**config.mk**
```make
export PLATFORM = sky130hd
export DESIGN_NAME = cbd_poly_load_flat
export DESIGN_NICKNAME = d
export VERILOG_FILES = /design/src/rtl/kyber_pkg.sv /design/src/rtl/cbd_poly_load_if.sv /design/src/rtl/dual_ram.sv /design/src/rtl/cbd_poly_load.sv /design/src/flat_wrapper.sv
export SDC_FILE = /design/constraint.sdc
export NUM_CORES = 2
export LEC_CHECK = 0
export BUFFER_PORTS_ARGS = -buffer_cell sky130_fd_sc_hd__buf_2
export CORE_MARGIN = 2
export CORE_UTILIZATION = 55
export DETAILED_ROUTE_END_ITERATION = 8
export PLACE_DENSITY_LB_ADDON = 0.25
export REMOVE_ABC_BUFFERS = 1
export SKIP_LAST_GASP = 1
export SYNTH_ARGS = -nofsm -noshare
export SYNTH_HDL_FRONTEND = slang
export SYNTH_SLANG_ARGS = --single-unit
```
**constraint.sdc**
```tcl
create_clock -name clk -period 4.6 [get_ports clk]
set_clock_uncertainty 0.15 [all_clocks]
set_input_delay 0.23 -clock clk [delete_from_list [all_inputs] [get_ports clk]]
set_output_delay 0.23 -clock clk [all_outputs]
set_load 0.05 [all_outputs]
```
**src/rtl/kyber_pkg.sv**
```systemverilog
// Shared Kyber constants and the coefficient-loader FSM state type.
package kyber_pkg;

    localparam int unsigned KYBER_Q     = 3329;
    localparam int unsigned KYBER_ETA   = 2;
    localparam int unsigned KYBER_N     = 256;
    localparam int unsigned KYBER_NPAIR = KYBER_N / 2;

    // Coefficient-pair RAM geometry: one word holds {odd, even} coefficient.
    localparam int unsigned ADDR_W = 7;
    localparam int unsigned DATA_W = 32;

    typedef enum logic [1:0] {
        StIdle,
        StFill,
        StFull
    } load_state_e;

endpackage

```
**src/rtl/cbd_poly_load_if.sv**
```systemverilog
// Sampler-side and consumer-side signals of the CBD polynomial loader.
interface cbd_poly_load_if;

    logic               start;
    logic               cf_valid;
    logic signed [15:0] cf_in_1;
    logic signed [15:0] cf_in_2;
    logic               req;
    logic               rd_en;
    logic [6:0]         rd_addr;
    logic [15:0]        rd_dout_1;
    logic [15:0]        rd_dout_2;
    logic               busy;
    logic               done;
    logic               err;

    modport master (
        output start, cf_valid, cf_in_1, cf_in_2, rd_en, rd_addr,
        input  req, rd_dout_1, rd_dout_2, busy, done, err
    );

    modport slave (
        input  start, cf_valid, cf_in_1, cf_in_2, rd_en, rd_addr,
        output req, rd_dout_1, rd_dout_2, busy, done, err
    );

endinterface

```
**src/rtl/dual_ram.sv**
```systemverilog
// Simple dual-port RAM: port 1 writes, port 2 reads with a registered output.
module dual_ram #(
    parameter int unsigned ADDR_W = 7,
    parameter int unsigned DATA_W = 32
) (
    input  logic              clk,
    input  logic              reset,
    input  logic              we1,
    input  logic [ADDR_W-1:0] addr1,
    input  logic [DATA_W-1:0] din1,
    input  logic              en2,
    input  logic [ADDR_W-1:0] addr2,
    output logic [DATA_W-1:0] dout2
);

    logic [DATA_W-1:0] mem [2**ADDR_W];

    // Write port: storage itself is not reset.
    always_ff @(posedge clk) begin
        if (we1) begin
            mem[addr1] <= din1;
        end
    end

    // Read port: output register holds its value between enabled reads.
    always_ff @(posedge clk or posedge reset) begin
        if (reset) begin
            dout2 <= '0;
        end else if (en2) begin
            dout2 <= mem[addr2];
        end
    end

endmodule

```
**src/rtl/cbd_poly_load.sv**
```systemverilog
// Captures CBD-sampled coefficient pairs, reduces them into [0,Q) and serves
// them to a downstream consumer from a pair-wide RAM.
module cbd_poly_load
    import kyber_pkg::*;
#(
    parameter int unsigned Q     = KYBER_Q,
    parameter int unsigned ETA   = KYBER_ETA,
    parameter int unsigned NPAIR = KYBER_NPAIR
) (
    input logic            clk,
    input logic            reset,
    cbd_poly_load_if.slave bus
);

    localparam logic [15:0]        Q16     = 16'(Q);
    localparam logic signed [15:0] EtaHi   = 16'(ETA);
    localparam logic signed [15:0] EtaLo   = -EtaHi;
    localparam logic [ADDR_W-1:0]  LastPtr = ADDR_W'(NPAIR - 1);

    load_state_e       state_q, state_d;
    logic [ADDR_W-1:0] wr_ptr_q, wr_ptr_d;
    logic              err_q, err_d;
    logic              wr_en;
    logic              rd_go;
    logic [15:0]       red_1, red_2;
    logic              bad_1, bad_2;
    logic [DATA_W-1:0] rd_word;

    // Negative samples map to c+Q; non-negative samples pass unchanged.
    assign red_1 = bus.cf_in_1[15] ? ($unsigned(bus.cf_in_1) + Q16) : $unsigned(bus.cf_in_1);
    assign red_2 = bus.cf_in_2[15] ? ($unsigned(bus.cf_in_2) + Q16) : $unsigned(bus.cf_in_2);

    assign bad_1 = ($signed(bus.cf_in_1) < EtaLo) || ($signed(bus.cf_in_1) > EtaHi);
    assign bad_2 = ($signed(bus.cf_in_2) < EtaLo) || ($signed(bus.cf_in_2) > EtaHi);

    // Next state: start overrides everything, including a coincident pair.
    always_comb begin
        state_d  = state_q;
        wr_ptr_d = wr_ptr_q;
        err_d    = err_q;
        wr_en    = 1'b0;
        if (bus.start) begin
            state_d  = StFill;
            wr_ptr_d = '0;
            err_d    = 1'b0;
        end else if ((state_q == StFill) && bus.cf_valid) begin
            wr_en    = 1'b1;
            wr_ptr_d = wr_ptr_q + 1'b1;
            if (bad_1 || bad_2) begin
                err_d = 1'b1;
            end
            if (wr_ptr_q == LastPtr) begin
                state_d = StFull;
            end
        end
    end

    // State register.
    always_ff @(posedge clk or posedge reset) begin
        if (reset) begin
            state_q  <= StIdle;
            wr_ptr_q <= '0;
            err_q    <= 1'b0;
        end else begin
            state_q  <= state_d;
            wr_ptr_q <= wr_ptr_d;
            err_q    <= err_d;
        end
    end

    assign rd_go = bus.rd_en && (state_q == StFull);

    dual_ram #(
        .ADDR_W(ADDR_W),
        .DATA_W(DATA_W)
    ) u_ram (
        .clk  (clk),
        .reset(reset),
        .we1  (wr_en),
        .addr1(wr_ptr_q),
        .din1 ({red_2, red_1}),
        .en2  (rd_go),
        .addr2(bus.rd_addr),
        .dout2(rd_word)
    );

    assign bus.rd_dout_1 = rd_word[15:0];
    assign bus.rd_dout_2 = rd_word[31:16];
    assign bus.busy      = (state_q == StFill);
    assign bus.req       = (state_q == StFill);
    assign bus.done      = (state_q == StFull);
    assign bus.err       = err_q;

endmodule

```
**src/flat_wrapper.sv**
```systemverilog
// flat-port wrapper written by rule: the top's interface ports become plain ports
module cbd_poly_load_flat import kyber_pkg::*;
#(
    parameter int unsigned Q     = KYBER_Q,
    parameter int unsigned ETA   = KYBER_ETA,
    parameter int unsigned NPAIR = KYBER_NPAIR
)
  (clk, reset, bus_start, bus_cf_valid, bus_cf_in_1, bus_cf_in_2, bus_rd_en, bus_rd_addr, bus_req, bus_rd_dout_1, bus_rd_dout_2, bus_busy, bus_done, bus_err);
  cbd_poly_load_if bus_i ();
  input logic clk;
  input logic reset;
  input wire logic [$bits(bus_i.start)-1:0] bus_start;
  input wire logic [$bits(bus_i.cf_valid)-1:0] bus_cf_valid;
  input wire logic [$bits(bus_i.cf_in_1)-1:0] bus_cf_in_1;
  input wire logic [$bits(bus_i.cf_in_2)-1:0] bus_cf_in_2;
  input wire logic [$bits(bus_i.rd_en)-1:0] bus_rd_en;
  input wire logic [$bits(bus_i.rd_addr)-1:0] bus_rd_addr;
  output wire logic [$bits(bus_i.req)-1:0] bus_req;
  output wire logic [$bits(bus_i.rd_dout_1)-1:0] bus_rd_dout_1;
  output wire logic [$bits(bus_i.rd_dout_2)-1:0] bus_rd_dout_2;
  output wire logic [$bits(bus_i.busy)-1:0] bus_busy;
  output wire logic [$bits(bus_i.done)-1:0] bus_done;
  output wire logic [$bits(bus_i.err)-1:0] bus_err;
  assign bus_i.start = bus_start;
  assign bus_i.cf_valid = bus_cf_valid;
  assign bus_i.cf_in_1 = bus_cf_in_1;
  assign bus_i.cf_in_2 = bus_cf_in_2;
  assign bus_i.rd_en = bus_rd_en;
  assign bus_i.rd_addr = bus_rd_addr;
  assign bus_req = bus_i.req;
  assign bus_rd_dout_1 = bus_i.rd_dout_1;
  assign bus_rd_dout_2 = bus_i.rd_dout_2;
  assign bus_busy = bus_i.busy;
  assign bus_done = bus_i.done;
  assign bus_err = bus_i.err;
  cbd_poly_load #(.Q(Q), .ETA(ETA), .NPAIR(NPAIR)) u_core (.clk(clk), .reset(reset), .bus(bus_i));
endmodule
```
==> run_results.csv <==
group,metric,value,unit
clock_tree,clock_latency,0.92,ns
power,cellPowerDensity,436,mW/mm2
logic_synthesis,synth-edff-count,4096,
die,die-area,0.296,mm2
clock_tree,clk_pin_slew_worst_paths,0.06,ns
die,rows,198,
die,die_w,544,um
global_routing,grt_pass1_wl,611,mm
cells_and_area,nNetsFinal,8534,
drt,drt-pass1-iter-count,6,
cells_and_area,fin_area,0.182,mm2
logic_synthesis,synth-main-ff-cell,"edfxtp_1",
power,switching_share,21.8,%
global_routing,track_usage,29.1,%
logic_synthesis,avgSynthCellArea,20.1,um2
status,status,"finished with violations",
clock_tree,h-tree-depth,5,
power,p_clk_share,41.3,%
power,pwr-share-comb,5.9,%
placed_design,gp_congestion,0.894,
cells_and_area,fillers,19400,
clock_tree,cts_tree,"yes",
drt,via_per_inst,6.64,
sta,finalMaxSlewViolations,1,
clock_tree,cts-buffers-inserted,402,
worst_setup_path,reg2regPathDepth,7,
worst_hold_path,min_path_type,"input pin to flip-flop",
drt,drt_iter0_drc,12600,
placed_design,dp_hpwl,251,mm
die,core_area,0.291,mm2
global_routing,grt_overflow,0,
power,finalPower,79.5,mW
worst_setup_path,critPathRequiredTime,5.07,ns
worst_setup_path,cp_common_cell,"buf_4",
worst_hold_path,whs_endpoint,"u_core.u_ram.mem[14][1]",
drt,drt_wl_total,433,mm
die,initial_core_util,55.2,%
worst_setup_path,worstSetupPathType,"flip-flop to flip-flop",
drt,drc,0,
run,cap_violations,1,
worst_setup_path,max_stage_delay,0.71,ns
cells_and_area,final_layout_size_suffix_gt1_share,21.4,%
worst_setup_path,reg2reg_slack,0.55,ns
drt,vias,84500,
sta,min_period,4.05,ns
placed_design,portBuffers,79,
die,num_io_pins,80,
global_routing,antenna_found_initial,20,
logic_synthesis,yosys_register_bits,4138,
power,p_int,62.2,mW
global_routing,grt_pass1_vias,82100,
logic_synthesis,ys_seq_area_share,77.3,%
sta,setup_tns,0,ns
logic_synthesis,synthDistinctLibCells,57,
logic_synthesis,yosysWarnings,0,
logic_synthesis,syn_inst,8002,
drt,avgRoutedWirePerCell,34.0,um
sta,maxSlewHeadroom,-0.751,%
cells_and_area,syn2layout_area_growth,13.5,%
sta,hold_viol,0,
worst_hold_path,min_from,"bus_cf_in_1[1]",
logic_synthesis,synth_area,0.160,mm2
power,p_sw,17.3,mW
sta,worstMarginPinSlew,1.50,ns
power,leakage,59.5,nW
power,vdd_drop_max,0.314,mV
worst_setup_path,path_depth,7,
worst_setup_path,slowest_stage,"nor2_4",
worst_setup_path,timing.rr.end,"u_core.u_ram.mem[24][20]",
worst_setup_path,cp.arrival,4.52,ns
clock_tree,clockBufferDepth,4,
cells_and_area,stdcell_count,12700,
worst_setup_path,cp_cell_sequence,"nor2b_1 > and2_1 > nor3b_1 > nand2_2 > buf_4 > nor2_4 > buf_4",
die,die_y,544,um
clock_tree,cts-resized-gates,0,
sta,setup_viol_count_final,0,
placed_design,dp_cells,11900,
power,seqPwrFrac,52.9,%
cells_and_area,utilization,62.7,%
sta,rsz0062_at_grt,"no",
placed_design,place_area,0.169,mm2
worst_setup_path,crit_fanout,23,
status,violations,"capacitance limit, slew limit",
worst_setup_path,reg2reg_from,"u_core.state_q[0]",
logic_synthesis,async_reset_ff_share,1.01,%
sta,max_freq,247,MHz
worst_setup_path,crit_family,"simple AND/OR/NAND/NOR gates",
sta,period_share,88.0,%
global_routing,grt_max_degree,129,
worst_setup_path,setup.worst_path.end_class,"flip-flop",
clock_tree,cts_sinks,4138,
worst_setup_path,critPathBufInv,2,
drt,postRouteAntennaNets,0,
clock_tree,clock-root-buffer,"clkbuf_16",
worst_hold_path,min_path_cells,4,
worst_setup_path,crit_path_start_kind,"flip-flop",
## worst max-delay path by stage
| stage | start | endpoint | slack [ns] |
|---|---|---|---|
| 2_1_floorplan | u_core.state_q[1] | u_core.u_ram.mem[103][0] | -1.09 |
| 3_3_place_gp | bus_rd_addr[0] | u_core.u_ram.dout2[16] | 0.14 |
| 3_5_place_dp | bus_rd_addr[0] | u_core.u_ram.dout2[16] | 0.15 |
| 4_1_cts | u_core.state_q[0] | u_core.u_ram.mem[24][20] | 0.62 |
| 5_1_grt | u_core.state_q[1] | u_core.u_ram.mem[24][20] | 0.35 |
| 6_report | u_core.state_q[0] | u_core.u_ram.mem[24][20] | 0.55 |
## worst reg2reg max path, stage by stage, from the launching register on
cell and delay [ns]:
dfrtp_1 0.37, nor2b_1 0.23, and2_1 0.35, nor3b_1 0.59, nand2_2 0.57, buf_4 0.45
nor2_4 0.72, buf_4 0.33
## placed cells by master (no fill, tap or decap), types with 61 or more instances in the layout
master	count
a211oi_1	104
a21oi_1	119
a22oi_1	159
buf_12	80
buf_2	74
buf_4	362
clkbuf_1	78
clkbuf_16	407
clkinv_1	73
clkinv_2	87
edfxtp_1	4096
mux2i_1	1014
mux4_2	566
nand2_1	238
nor2_1	106
nor2_4	82
nor3_1	143
o221ai_1	61
o22ai_1	222
## repair_timing
| action | 4_1_cts | 5_1_grt |
|---|---|---|
| setup buffers | 0 | 0 |
| hold endpoints to repair | 1391 | 0 |
| hold buffers | 39 | 0 |
## stage by stage
| stage | setup WS, ns | hold WS, ns |
|---|---|---|
| finish | 0.553 | 0.0341 |
| detailed placement | 0.146 | 0.300 |
| global placement | 0.140 | 0.293 |
| CTS | 0.623 | 0.0103 |
| global route | 0.352 | 0.0538 |
| floorplan | -1.09 | 0.143 |
## power by group through the flow
stage / Sequential, mW / Combinational, mW / Clock [mW]
after floorplan: 43.0 / 1.92 / 0
after global placement: 42.8 / 4.44 / 0
after detailed placement: 42.8 / 4.56 / 0
after CTS: 42.0 / 4.60 / 33.1
after global routing: 42.0 / 4.83 / 34.5
final: 42.0 / 4.66 / 32.8
## sequential cells by signal, indices dropped and copies added, names as in the netlist
name,cells
u_core.bus.err,1
u_core.u_ram.dout2,32
u_core.state_q,2
u_core.wr_ptr_q,7
u_core.u_ram.mem,4096
## final cells by class
class	instances	area, um2	area share [%]
sequential	4138	124000	68.1
multi-input combinational	3379	35000	19.2
clock buffer	498	10700	5.85
timing repair buffer	557	5110	2.81
tap	3900	4880	2.68
clock inverter	242	2420	1.33
antenna	13	32.5	0.0179
inverter	7	31.3	0.0172
## logic make-up after synthesis
logic type	count (synthesis)	share of synthesized area [%]
buf+inv	485	1.71
fa+ha+maj	5	0.0390
flops	4138	77.3
mux	1601	14.4
simple gates	806	2.29
xor+xnor	33	0.180
compound gates	934	4.06
## routing by layer
layer,share of wire [%],vias to the layer above,global-route usage (%)
met4,4.0,8,10.7
met1,38,44400,41.5
met2,47,5344,44.8
met5,0.011,-,0
met3,11,673,6.03
li1,-,34100,-
## synth_stat cells (16+ instances only)
cell type  count  area share, %
o41ai_1       27           0.15
a22o_1        16          0.087
a21oi_1      120           0.37
and2_1        47           0.18
a22oi_1      159           0.74
a221o_1       30           0.19
mux2i_1     1015            6.3
nand3_1       52           0.16
nor2b_1       31           0.12
buf_1         23          0.054
nor2_1       190           0.44
mux4_2       566            7.9
dfrtp_1       42           0.65
a31oi_1       32           0.12
o22ai_1      222           0.87
a211oi_1     104           0.49
o21ai_0       49           0.15
clkbuf_1     188           0.44
nand2_1      243           0.57
edfxtp_1    4096             77
o221ai_1      61           0.33
nand2b_1      18          0.070
o32ai_1       17          0.093
o211ai_1      50           0.23
mux2_2        20           0.14
nor3_1       191           0.60
buf_4        102           0.48
buf_6         43           0.30
buf_2        115           0.36
xnor2_1       21           0.11
No activity file was read; power rests on OpenSTA's default activity.
